$ cat config.mk
export PLATFORM = sky130hd
export DESIGN_NAME = cache_bus_arbiter_flat
export DESIGN_NICKNAME = d
export VERILOG_FILES = /design/src/rtl/cache_bus_arbiter_if.sv /design/src/rtl/cache_bus_arbiter.sv /design/src/flat_wrapper.sv
export SDC_FILE = /design/constraint.sdc
export NUM_CORES = 1
export LEC_CHECK = 0
export ABC_CLOCK_PERIOD_IN_PS = 1610
export CAP_MARGIN = 20
export CELL_PAD_IN_SITES_DETAIL_PLACEMENT = 2
export CELL_PAD_IN_SITES_GLOBAL_PLACEMENT = 2
export CORE_AREA = 3 3 185 187
export DETAILED_ROUTE_END_ITERATION = 10
export DIE_AREA = 0 0 188 190
export GPL_ROUTABILITY_DRIVEN = 0
export GPL_TIMING_DRIVEN = 0
export HOLD_SLACK_MARGIN = 0.08
export PLACE_DENSITY = 0.85
export SLEW_MARGIN = 20
export SYNTH_ARGS = -nofsm -noshare
export SYNTH_HDL_FRONTEND = slang
export SYNTH_SLANG_ARGS = --single-unit
$ cat constraint.sdc
create_clock -name clk -period 1.61 [get_ports clk]
set_input_delay 0.322 -clock clk [delete_from_list [all_inputs] [get_ports clk]]
set_output_delay 0.322 -clock clk [all_outputs]
set_load 0.1 [all_outputs]
$ cat src/rtl/cache_bus_arbiter_if.sv
// rtl/cache_bus_arbiter_if.sv - cache/bus request-response signal bundle for the line arbiter
// Purpose: carries the I-cache, D-cache and system-bus handshakes of cache_bus_arbiter.
// Ports (modports):
//   slave  - the arbiter view: takes cache requests and bus responses, drives acks,
//            cache responses and the forwarded bus request.
//   master - the environment view (caches plus bus), the mirror of slave.
interface cache_bus_arbiter_if #(
    parameter int DATA_WIDTH = 64,
    parameter int TAG_WIDTH  = 13
);
    logic [DATA_WIDTH-1:0] i_req,  d_req,  bus_req;
    logic [TAG_WIDTH-1:0]  i_reqtag, d_reqtag, bus_reqtag;
    logic                  i_reqcyc, d_reqcyc, bus_reqcyc;
    logic                  i_reqack, d_reqack, bus_reqack;
    logic [DATA_WIDTH-1:0] i_resp, d_resp, bus_resp;
    logic [TAG_WIDTH-1:0]  i_resptag, d_resptag, bus_resptag;
    logic                  i_respcyc, d_respcyc, bus_respcyc;
    logic                  i_respack, d_respack, bus_respack;

    modport slave (
        input  i_req, i_reqtag, i_reqcyc, i_respack,
        input  d_req, d_reqtag, d_reqcyc, d_respack,
        output i_reqack, i_resp, i_resptag, i_respcyc,
        output d_reqack, d_resp, d_resptag, d_respcyc,
        output bus_req, bus_reqtag, bus_reqcyc, bus_respack,
        input  bus_reqack, bus_resp, bus_resptag, bus_respcyc
    );

    modport master (
        output i_req, i_reqtag, i_reqcyc, i_respack,
        output d_req, d_reqtag, d_reqcyc, d_respack,
        input  i_reqack, i_resp, i_resptag, i_respcyc,
        input  d_reqack, d_resp, d_resptag, d_respcyc,
        input  bus_req, bus_reqtag, bus_reqcyc, bus_respack,
        output bus_reqack, bus_resp, bus_resptag, bus_respcyc
    );
endinterface

$ cat src/rtl/cache_bus_arbiter.sv
// rtl/cache_bus_arbiter.sv - round-robin I/D cache line-request arbiter onto one system bus
// Purpose: grants one cache at a time, forwards its address/write beats to the bus and
//          steers read response beats back to it; one transaction outstanding.
// Ports:
//   clk    - clock
//   reset  - asynchronous active-low reset
//   bus_if - cache_bus_arbiter_if.slave: both cache ports and the system bus port
//   err    - sticky flag: a bus response arrived unexpectedly or with the wrong tag
module cache_bus_arbiter #(
    parameter int DATA_WIDTH = 64,
    parameter int TAG_WIDTH  = 13,
    parameter int BEATS      = 8
) (
    input  logic                 clk,
    input  logic                 reset,
    cache_bus_arbiter_if.slave   bus_if,
    output logic                 err
);
    localparam int CW = (BEATS > 1) ? $clog2(BEATS) : 1;
    localparam logic [CW-1:0] LAST_BEAT = CW'(BEATS - 1);
    localparam logic INSTR = 1'b0;
    localparam logic DATA  = 1'b1;

    typedef enum logic [1:0] {IDLE, ADDR, WDATA, RWAIT} state_t;

    state_t        state, state_d;
    logic          owner, last_grant, rw;
    logic [CW-1:0] beat_cnt;

    logic do_grant, grant_id, grant_rw;
    logic req_hs, resp_hs, beat_adv, spurious, mismatch;
    logic [DATA_WIDTH-1:0] sel_req;
    logic [TAG_WIDTH-1:0]  sel_reqtag;
    logic                  sel_reqcyc, sel_respack;

    always_comb begin
        state_d  = state;
        do_grant = 1'b0;
        grant_id = INSTR;
        grant_rw = 1'b0;
        req_hs   = 1'b0;
        resp_hs  = 1'b0;
        spurious = 1'b0;
        mismatch = 1'b0;

        bus_if.i_reqack    = 1'b0;
        bus_if.d_reqack    = 1'b0;
        bus_if.i_resp      = '0;
        bus_if.d_resp      = '0;
        bus_if.i_resptag   = '0;
        bus_if.d_resptag   = '0;
        bus_if.i_respcyc   = 1'b0;
        bus_if.d_respcyc   = 1'b0;
        bus_if.bus_req     = '0;
        bus_if.bus_reqtag  = '0;
        bus_if.bus_reqcyc  = 1'b0;
        bus_if.bus_respack = 1'b0;

        sel_req     = owner ? bus_if.d_req     : bus_if.i_req;
        sel_reqtag  = owner ? bus_if.d_reqtag  : bus_if.i_reqtag;
        sel_reqcyc  = owner ? bus_if.d_reqcyc  : bus_if.i_reqcyc;
        sel_respack = owner ? bus_if.d_respack : bus_if.i_respack;

        case (state)
            IDLE: begin
                if (bus_if.i_reqcyc || bus_if.d_reqcyc) begin
                    do_grant = 1'b1;
                    // Contention goes to whoever did not win last time.
                    grant_id = (bus_if.i_reqcyc && bus_if.d_reqcyc) ? ~last_grant
                                                                    : bus_if.d_reqcyc;
                    grant_rw = grant_id ? bus_if.d_reqtag[TAG_WIDTH-1]
                                        : bus_if.i_reqtag[TAG_WIDTH-1];
                    state_d  = ADDR;
                end
            end
            ADDR, WDATA: begin
                bus_if.bus_req    = sel_req;
                // Bit 0 names the requester so the response can be checked on return.
                bus_if.bus_reqtag = {sel_reqtag[TAG_WIDTH-1:1], owner};
                bus_if.bus_reqcyc = sel_reqcyc;
                if (owner) bus_if.d_reqack = bus_if.bus_reqack;
                else       bus_if.i_reqack = bus_if.bus_reqack;
                req_hs = sel_reqcyc && bus_if.bus_reqack;
                if (req_hs) begin
                    if (state == ADDR)              state_d = rw ? RWAIT : WDATA;
                    else if (beat_cnt == LAST_BEAT) state_d = IDLE;
                end
            end
            RWAIT: begin
                if (owner) begin
                    bus_if.d_respcyc = bus_if.bus_respcyc;
                    bus_if.d_resp    = bus_if.bus_resp;
                    bus_if.d_resptag = bus_if.bus_resptag;
                end else begin
                    bus_if.i_respcyc = bus_if.bus_respcyc;
                    bus_if.i_resp    = bus_if.bus_resp;
                    bus_if.i_resptag = bus_if.bus_resptag;
                end
                bus_if.bus_respack = sel_respack;
                resp_hs  = bus_if.bus_respcyc && sel_respack;
                mismatch = bus_if.bus_respcyc && (bus_if.bus_resptag[0] != owner);
                if (resp_hs && beat_cnt == LAST_BEAT) state_d = IDLE;
            end
            default: state_d = IDLE;
        endcase

        // Nobody is waiting for a response outside RWAIT: swallow it so the bus cannot hang.
        if (state != RWAIT && bus_if.bus_respcyc) begin
            bus_if.bus_respack = 1'b1;
            spurious           = 1'b1;
        end

        beat_adv = (state == WDATA && req_hs) || (state == RWAIT && resp_hs);
    end

    always_ff @(posedge clk or negedge reset) begin
        if (!reset) begin
            state      <= IDLE;
            owner      <= INSTR;
            last_grant <= DATA;
            rw         <= 1'b0;
            beat_cnt   <= '0;
            err        <= 1'b0;
        end else begin
            state <= state_d;
            if (do_grant) begin
                owner <= grant_id;
                rw    <= grant_rw;
            end
            if (state == ADDR && req_hs) begin
                last_grant <= owner;
                beat_cnt   <= '0;
            end else if (beat_adv) begin
                beat_cnt <= (beat_cnt == LAST_BEAT) ? '0 : beat_cnt + 1'b1;
            end
            if (spurious || mismatch) err <= 1'b1;
        end
    end
endmodule
$ cat src/flat_wrapper.sv
// flat-port wrapper written by rule: the top's interface ports become plain ports
module cache_bus_arbiter_flat 
#(
    parameter int DATA_WIDTH = 64,
    parameter int TAG_WIDTH  = 13,
    parameter int BEATS      = 8
)
  (clk, reset, err, bus_if_i_req, bus_if_i_reqtag, bus_if_i_reqcyc, bus_if_i_respack, bus_if_d_req, bus_if_d_reqtag, bus_if_d_reqcyc, bus_if_d_respack, bus_if_i_reqack, bus_if_i_resp, bus_if_i_resptag, bus_if_i_respcyc, bus_if_d_reqack, bus_if_d_resp, bus_if_d_resptag, bus_if_d_respcyc, bus_if_bus_req, bus_if_bus_reqtag, bus_if_bus_reqcyc, bus_if_bus_respack, bus_if_bus_reqack, bus_if_bus_resp, bus_if_bus_resptag, bus_if_bus_respcyc);
  cache_bus_arbiter_if #(.DATA_WIDTH(DATA_WIDTH), .TAG_WIDTH(TAG_WIDTH)) bus_if_i ();
  input  logic clk;
  input  logic reset;
  output logic err;
  input wire logic [$bits(bus_if_i.i_req)-1:0] bus_if_i_req;
  input wire logic [$bits(bus_if_i.i_reqtag)-1:0] bus_if_i_reqtag;
  input wire logic [$bits(bus_if_i.i_reqcyc)-1:0] bus_if_i_reqcyc;
  input wire logic [$bits(bus_if_i.i_respack)-1:0] bus_if_i_respack;
  input wire logic [$bits(bus_if_i.d_req)-1:0] bus_if_d_req;
  input wire logic [$bits(bus_if_i.d_reqtag)-1:0] bus_if_d_reqtag;
  input wire logic [$bits(bus_if_i.d_reqcyc)-1:0] bus_if_d_reqcyc;
  input wire logic [$bits(bus_if_i.d_respack)-1:0] bus_if_d_respack;
  output wire logic [$bits(bus_if_i.i_reqack)-1:0] bus_if_i_reqack;
  output wire logic [$bits(bus_if_i.i_resp)-1:0] bus_if_i_resp;
  output wire logic [$bits(bus_if_i.i_resptag)-1:0] bus_if_i_resptag;
  output wire logic [$bits(bus_if_i.i_respcyc)-1:0] bus_if_i_respcyc;
  output wire logic [$bits(bus_if_i.d_reqack)-1:0] bus_if_d_reqack;
  output wire logic [$bits(bus_if_i.d_resp)-1:0] bus_if_d_resp;
  output wire logic [$bits(bus_if_i.d_resptag)-1:0] bus_if_d_resptag;
  output wire logic [$bits(bus_if_i.d_respcyc)-1:0] bus_if_d_respcyc;
  output wire logic [$bits(bus_if_i.bus_req)-1:0] bus_if_bus_req;
  output wire logic [$bits(bus_if_i.bus_reqtag)-1:0] bus_if_bus_reqtag;
  output wire logic [$bits(bus_if_i.bus_reqcyc)-1:0] bus_if_bus_reqcyc;
  output wire logic [$bits(bus_if_i.bus_respack)-1:0] bus_if_bus_respack;
  input wire logic [$bits(bus_if_i.bus_reqack)-1:0] bus_if_bus_reqack;
  input wire logic [$bits(bus_if_i.bus_resp)-1:0] bus_if_bus_resp;
  input wire logic [$bits(bus_if_i.bus_resptag)-1:0] bus_if_bus_resptag;
  input wire logic [$bits(bus_if_i.bus_respcyc)-1:0] bus_if_bus_respcyc;
  assign bus_if_i.i_req = bus_if_i_req;
  assign bus_if_i.i_reqtag = bus_if_i_reqtag;
  assign bus_if_i.i_reqcyc = bus_if_i_reqcyc;
  assign bus_if_i.i_respack = bus_if_i_respack;
  assign bus_if_i.d_req = bus_if_d_req;
  assign bus_if_i.d_reqtag = bus_if_d_reqtag;
  assign bus_if_i.d_reqcyc = bus_if_d_reqcyc;
  assign bus_if_i.d_respack = bus_if_d_respack;
  assign bus_if_i_reqack = bus_if_i.i_reqack;
  assign bus_if_i_resp = bus_if_i.i_resp;
  assign bus_if_i_resptag = bus_if_i.i_resptag;
  assign bus_if_i_respcyc = bus_if_i.i_respcyc;
  assign bus_if_d_reqack = bus_if_i.d_reqack;
  assign bus_if_d_resp = bus_if_i.d_resp;
  assign bus_if_d_resptag = bus_if_i.d_resptag;
  assign bus_if_d_respcyc = bus_if_i.d_respcyc;
  assign bus_if_bus_req = bus_if_i.bus_req;
  assign bus_if_bus_reqtag = bus_if_i.bus_reqtag;
  assign bus_if_bus_reqcyc = bus_if_i.bus_reqcyc;
  assign bus_if_bus_respack = bus_if_i.bus_respack;
  assign bus_if_i.bus_reqack = bus_if_bus_reqack;
  assign bus_if_i.bus_resp = bus_if_bus_resp;
  assign bus_if_i.bus_resptag = bus_if_bus_resptag;
  assign bus_if_i.bus_respcyc = bus_if_bus_respcyc;
  cache_bus_arbiter #(.DATA_WIDTH(DATA_WIDTH), .TAG_WIDTH(TAG_WIDTH), .BEATS(BEATS)) u_core (.clk(clk), .reset(reset), .bus_if(bus_if_i), .err(err));
endmodule
# Yosys cells after proc, flatten, opt, wreduce, memory -nomap -nowiden

Cells that the tools add are included.

Output and inout bits: 238
Input bits: 239
Register bits after elaboration: 9
Word-level logic and storage cells: 81

Reduce and logical (&&, ||, !) cells: 16
Equal/unequal tests: 10
Mux-type cells: 47
Add/sub/neg operators: 1
Bitwise logic cells: 1

Operators by type and width:

| operator              | count |
|---|---|
| $mux W64              | 6 |
| $mux W13              | 6 |
| $mux W1               | 26 |
| $mux W2               | 5 |
| $logic_and A1 B1 Y1   | 9 |
| $mux W3               | 3 |
| $ne A2 B1 Y1 const B  | 3 |
| $pmux W2 S3           | 1 |
| $eq A2 B2 Y1 const B  | 2 |
| $reduce_and A4 Y1     | 1 |
| $add A3 B1 Y3 const B | 1 |
| $eq A3 B3 Y1 const B  | 1 |
| $logic_or A1 B1 Y1    | 3 |
| $ne A3 B1 Y1 const B  | 1 |
| $eq A2 B1 Y1 const B  | 1 |
| $logic_not A2 Y1      | 1 |
| $ne A2 B2 Y1 const B  | 1 |
| $reduce_bool A2 Y1    | 1 |
| $reduce_or A2 Y1      | 1 |
| $ne A1 B1 Y1          | 1 |
| $not A1 Y1            | 1 |

# Depth between registers and ports, before layout

Depth after elaboration: 7
Depth in mapped cells: 7
Depth with buffers taken out: 6

# Least setup slack after synthesis

OpenSTA, ideal clock, no wires.

Path type: register to output
Start point: reg u_core.state[0]
End point: out bus_if_bus_reqtag[10]
Data required time: 1288 ps
Cell stages (with the launch flop): 6
Path slack: -1190 ps
Path buffers: 2
Arrival time: 2478 ps
Cells stage by stage: dfrtp_1 inv_1 ha_1 buf_2 clkbuf_1 nor2b_1

Longest elaborated chain between the ends: 3
Elaborated cells on any way between the ends: 4
Those cells by class: 2 x eq/ne; 1 x mux; 1 x reduce/logical

Ends and longest elaborated chain:

| item                                                | RTL line                 | text |
|---|---|---|
| start: declaration                                  | cache_bus_arbiter.sv:26  | `state_t state, state_d;` |
| start signal: assignment                            | cache_bus_arbiter.sv:125 | `state <= state_d;` |
| $eq A2 B2 Y1 / $eq A2 B1 Y1 (equally long branches) | cache_bus_arbiter.sv:64  | `case (state)` |
| $reduce_or A2 Y1 (*)                                | cache_bus_arbiter.sv:64  |  |
| $mux W13 (*)                                        | cache_bus_arbiter.sv:64  |  |
| end: declaration                                    | flat_wrapper.sv:30       | `output wire logic [$bits(bus_if_i.bus_reqtag)-1:0] bus_if_bus_reqtag;` |

Every way passes the cells marked *; elsewhere a longest branch is shown, timed or not.

# Worst setup path after layout

Start point: reg u_core.state[0]
End point: out bus_if_i_resptag[11]

Longest elaborated chain between the ends: 2

Ends and longest elaborated chain:

| item             | RTL line                | text |
|---|---|---|
| $eq A2 B2 Y1     | cache_bus_arbiter.sv:64 |  |
| $mux W13         | cache_bus_arbiter.sv:64 |  |
| end: declaration | flat_wrapper.sv:23      | `output wire logic [$bits(bus_if_i.i_resptag)-1:0] bus_if_i_resptag;` |

No other way between the ends.

==> results.ini <==
[yosys]
syn_avg_cell_area_um2 = 7.25
synth_edf_count = 0
ys_seq_area_share_pct = 7.41
yosysWarnings = 0
syn_nets = 670
synth_area_leader_cell = mux2i_1
syn_inst = 422
synthFlopType = dfrtp_1
synthArstFlopShare_pct = 100
synth_seq_cells = 9
synth_area_leaders = mux2i_1 26%, and2_1 16%, nor2b_1 16%
synth_top_area_share_pct = 26.2
syn_area_um2 = 3060
synth_cell_type_count = 32

[floorplanning]
start_util_pct = 9.37
fp-row-count = 66
core_area_um2 = 32600
ioPinCount = 477
fp.dieW_um = 188
die_area_um2 = 35700
die_h_um = 190

[cells_and_area]
layout.nets = 1179
areaGrowthSynthToFinish_pct = 337
multi_input_area_um2 = 4320
antenna_cells = 0
stdcell_count = 1372
fin_util_pct = 41.0
drive_gt1_share_pct = 66.3
final_cell_mix = 236 x clkdlybuf4s50_1, 216 x buf_12, 78 x nor2b_4
final-seq-area_um2 = 229
mostFrequentLayoutCell = clkdlybuf4s50_1
nFillCells = 3167

[global_route]
met2_usage_pct = 30.0
top_usage_layer = met2
use_met1_pct = 14.8
antenna_found_initial = 2
grt_overflow_total = 0
grt_max_degree = 11
use_met3_pct = 4.02
grt_pass1_wl_um = 40000
grtUsageTotal_pct = 14.8
grt_pass1_vias = 5949

[drt]
wl_um = 32300
antenna_left = 0
routed-via-count = 5387
firstDrtPassIters = 4
drt-vias-per-instance = 3.93
drc = 0
drt-wirelength-per-cell_um = 23.6
drt-initial-drc-count = 83

[clock_tree]
insertion_delay_ns = 0.24
cts_hold_buf = 0
clkTransAtPathRegs_ns = 0.05
htreeDepth = 1
cts_buffers = 3
clock_tree.root_cell = clkbuf_16
cts_tree = done
clockBufferDepth = 2
clock_sink_count = 9

[critical_path]
crit_path_start = u_core.state[0]$_DFFE_PN0P_
required_ns = 1.29
crit_end = bus_if_i_resptag[11]
worstSetupEndpointType = output pin
crit_type = reg -> out
r2r_start = u_core.owner$_DFFE_PN0P_
timing.reg2reg.setup_slack_ns = -0.15
cp-start-kind = flop
crit_fanout = 10
reg2reg_to = u_core.state[1]$_DFFE_PN0P_
r2r_cells = 6
worstPathArrival_ns = 1.76

[timing]
tightest_slew_ns = 0.568
setup_violations = 242
maxSlewViolCount = 0
rsz0062_at_grt = true
fmax_mhz = 480
period_share_pct = 129
worst_slack_ns = -0.474
tns_ns = -87.77
skew_ns = 0.00672
hold_viol = 0
fin_hold_ws_ns = 0.407
final.min_clock_period_ns = 2.08
slew_headroom_pct = 62.3

[run_status]
status = finished with violations
violations = setup timing

[placement]
place_hpwl_um = 22400
dp_cells = 1338
io_buffers = 474

[flow_run]
maxCapViolCount = 0

[min_path]
hold_class = in -> async

state kept, by name, summed over array words and instances (netlist names):
register	count
u_core.rw	1
u_core.beat_cnt	3
u_core.err	1
u_core.last_grant	1
u_core.state	2
u_core.owner	1
per-layer routing:
layer	wire, um	vias to the layer above
met5	27	-
met4	674	4
met3	2330	34
met2	19100	291
met1	10200	2606
li1	-	2452
logic make-up (layout without fill, tap and decap cells):
logic type	Yosys count	after routing	synth area share [%]
simple gates	257	257	51.4
mux	83	83	27.4
buf+inv	48	556	6.79
compound gates	16	16	3.36
fa+ha+maj	9	9	3.68
flops	9	9	7.41
stage by stage:
| step | worst slack (ns) | area, um2 |
|---|---|---|
| 2_1_floorplan | -0.275 | 4390 |
| 6_report | -0.474 | 13400 |
| 5_1_grt | -0.524 | 13400 |
| 4_1_cts | -0.505 | 11300 |
| 3_3_place_gp | -1.50 | 9690 |
| 3_5_place_dp | -1.55 | 9690 |
cell type report:
class,instances,area share [%]
buffer,44,6.00
clock buffer,3,0.561
clock inverter,1,0.0374
inverter,4,0.150
multi-input combinational,365,32.3
sequential,9,1.71
tap,442,4.13
timing repair buffer,504,55.1
worst min-delay path by stage:
| stage | slack (ns) | to | cells past startpoint | startpoint |
|---|---|---|---|---|
| finish | 0.41 | u_core.beat_cnt[1]$_DFFE_PN0P_ | 1 | reset |
| global route | 0.45 | u_core.beat_cnt[1]$_DFFE_PN0P_ | 1 | reset |
| CTS | 0.43 | u_core.beat_cnt[1]$_DFFE_PN0P_ | 1 | reset |
| detailed placement | 0.46 | u_core.err$_DFFE_PN0P_ | 1 | u_core.err$_DFFE_PN0P_ |
| global placement | 0.45 | u_core.err$_DFFE_PN0P_ | 1 | u_core.err$_DFFE_PN0P_ |
| floorplan | 0.03 | u_core.beat_cnt[0]$_DFFE_PN0P_ | 0 | reset |
Yosys cell counts (2+ instances only):
cell	n
and2_1	80
mux2i_1	80
nor2b_1	78
and3_1	77
clkbuf_1	32
ha_1	9
dfrtp_1	8
nand2_1	8
nor2_1	7
a21oi_1	5
buf_2	5
buf_4	5
inv_1	4
a31oi_1	2
clkbuf_2	2
nand3_1	2
o21ai_0	2
o21ai_1	2
critical path: stages (launching register included):
cell       delay, ns
dfrtp_2         0.44
ha_4            0.18
nor2b_4         0.13
buf_6           0.12
clkbuf_16       0.15
clkbuf_8        0.16
and2_4          0.18
buf_12          0.16
repair_timing:
item / CTS / global route
hold endpoints to repair: 0 / 0
setup endpoints to repair: 245 / 245
pin swaps: 6 / 12
cloned: 3 / 11
setup buffers: 6 / 10
resized for setup: 1921 / 405
Power is not shown: default switching activity piles up to over one toggle a cycle in this logic, so the estimate is an artifact.
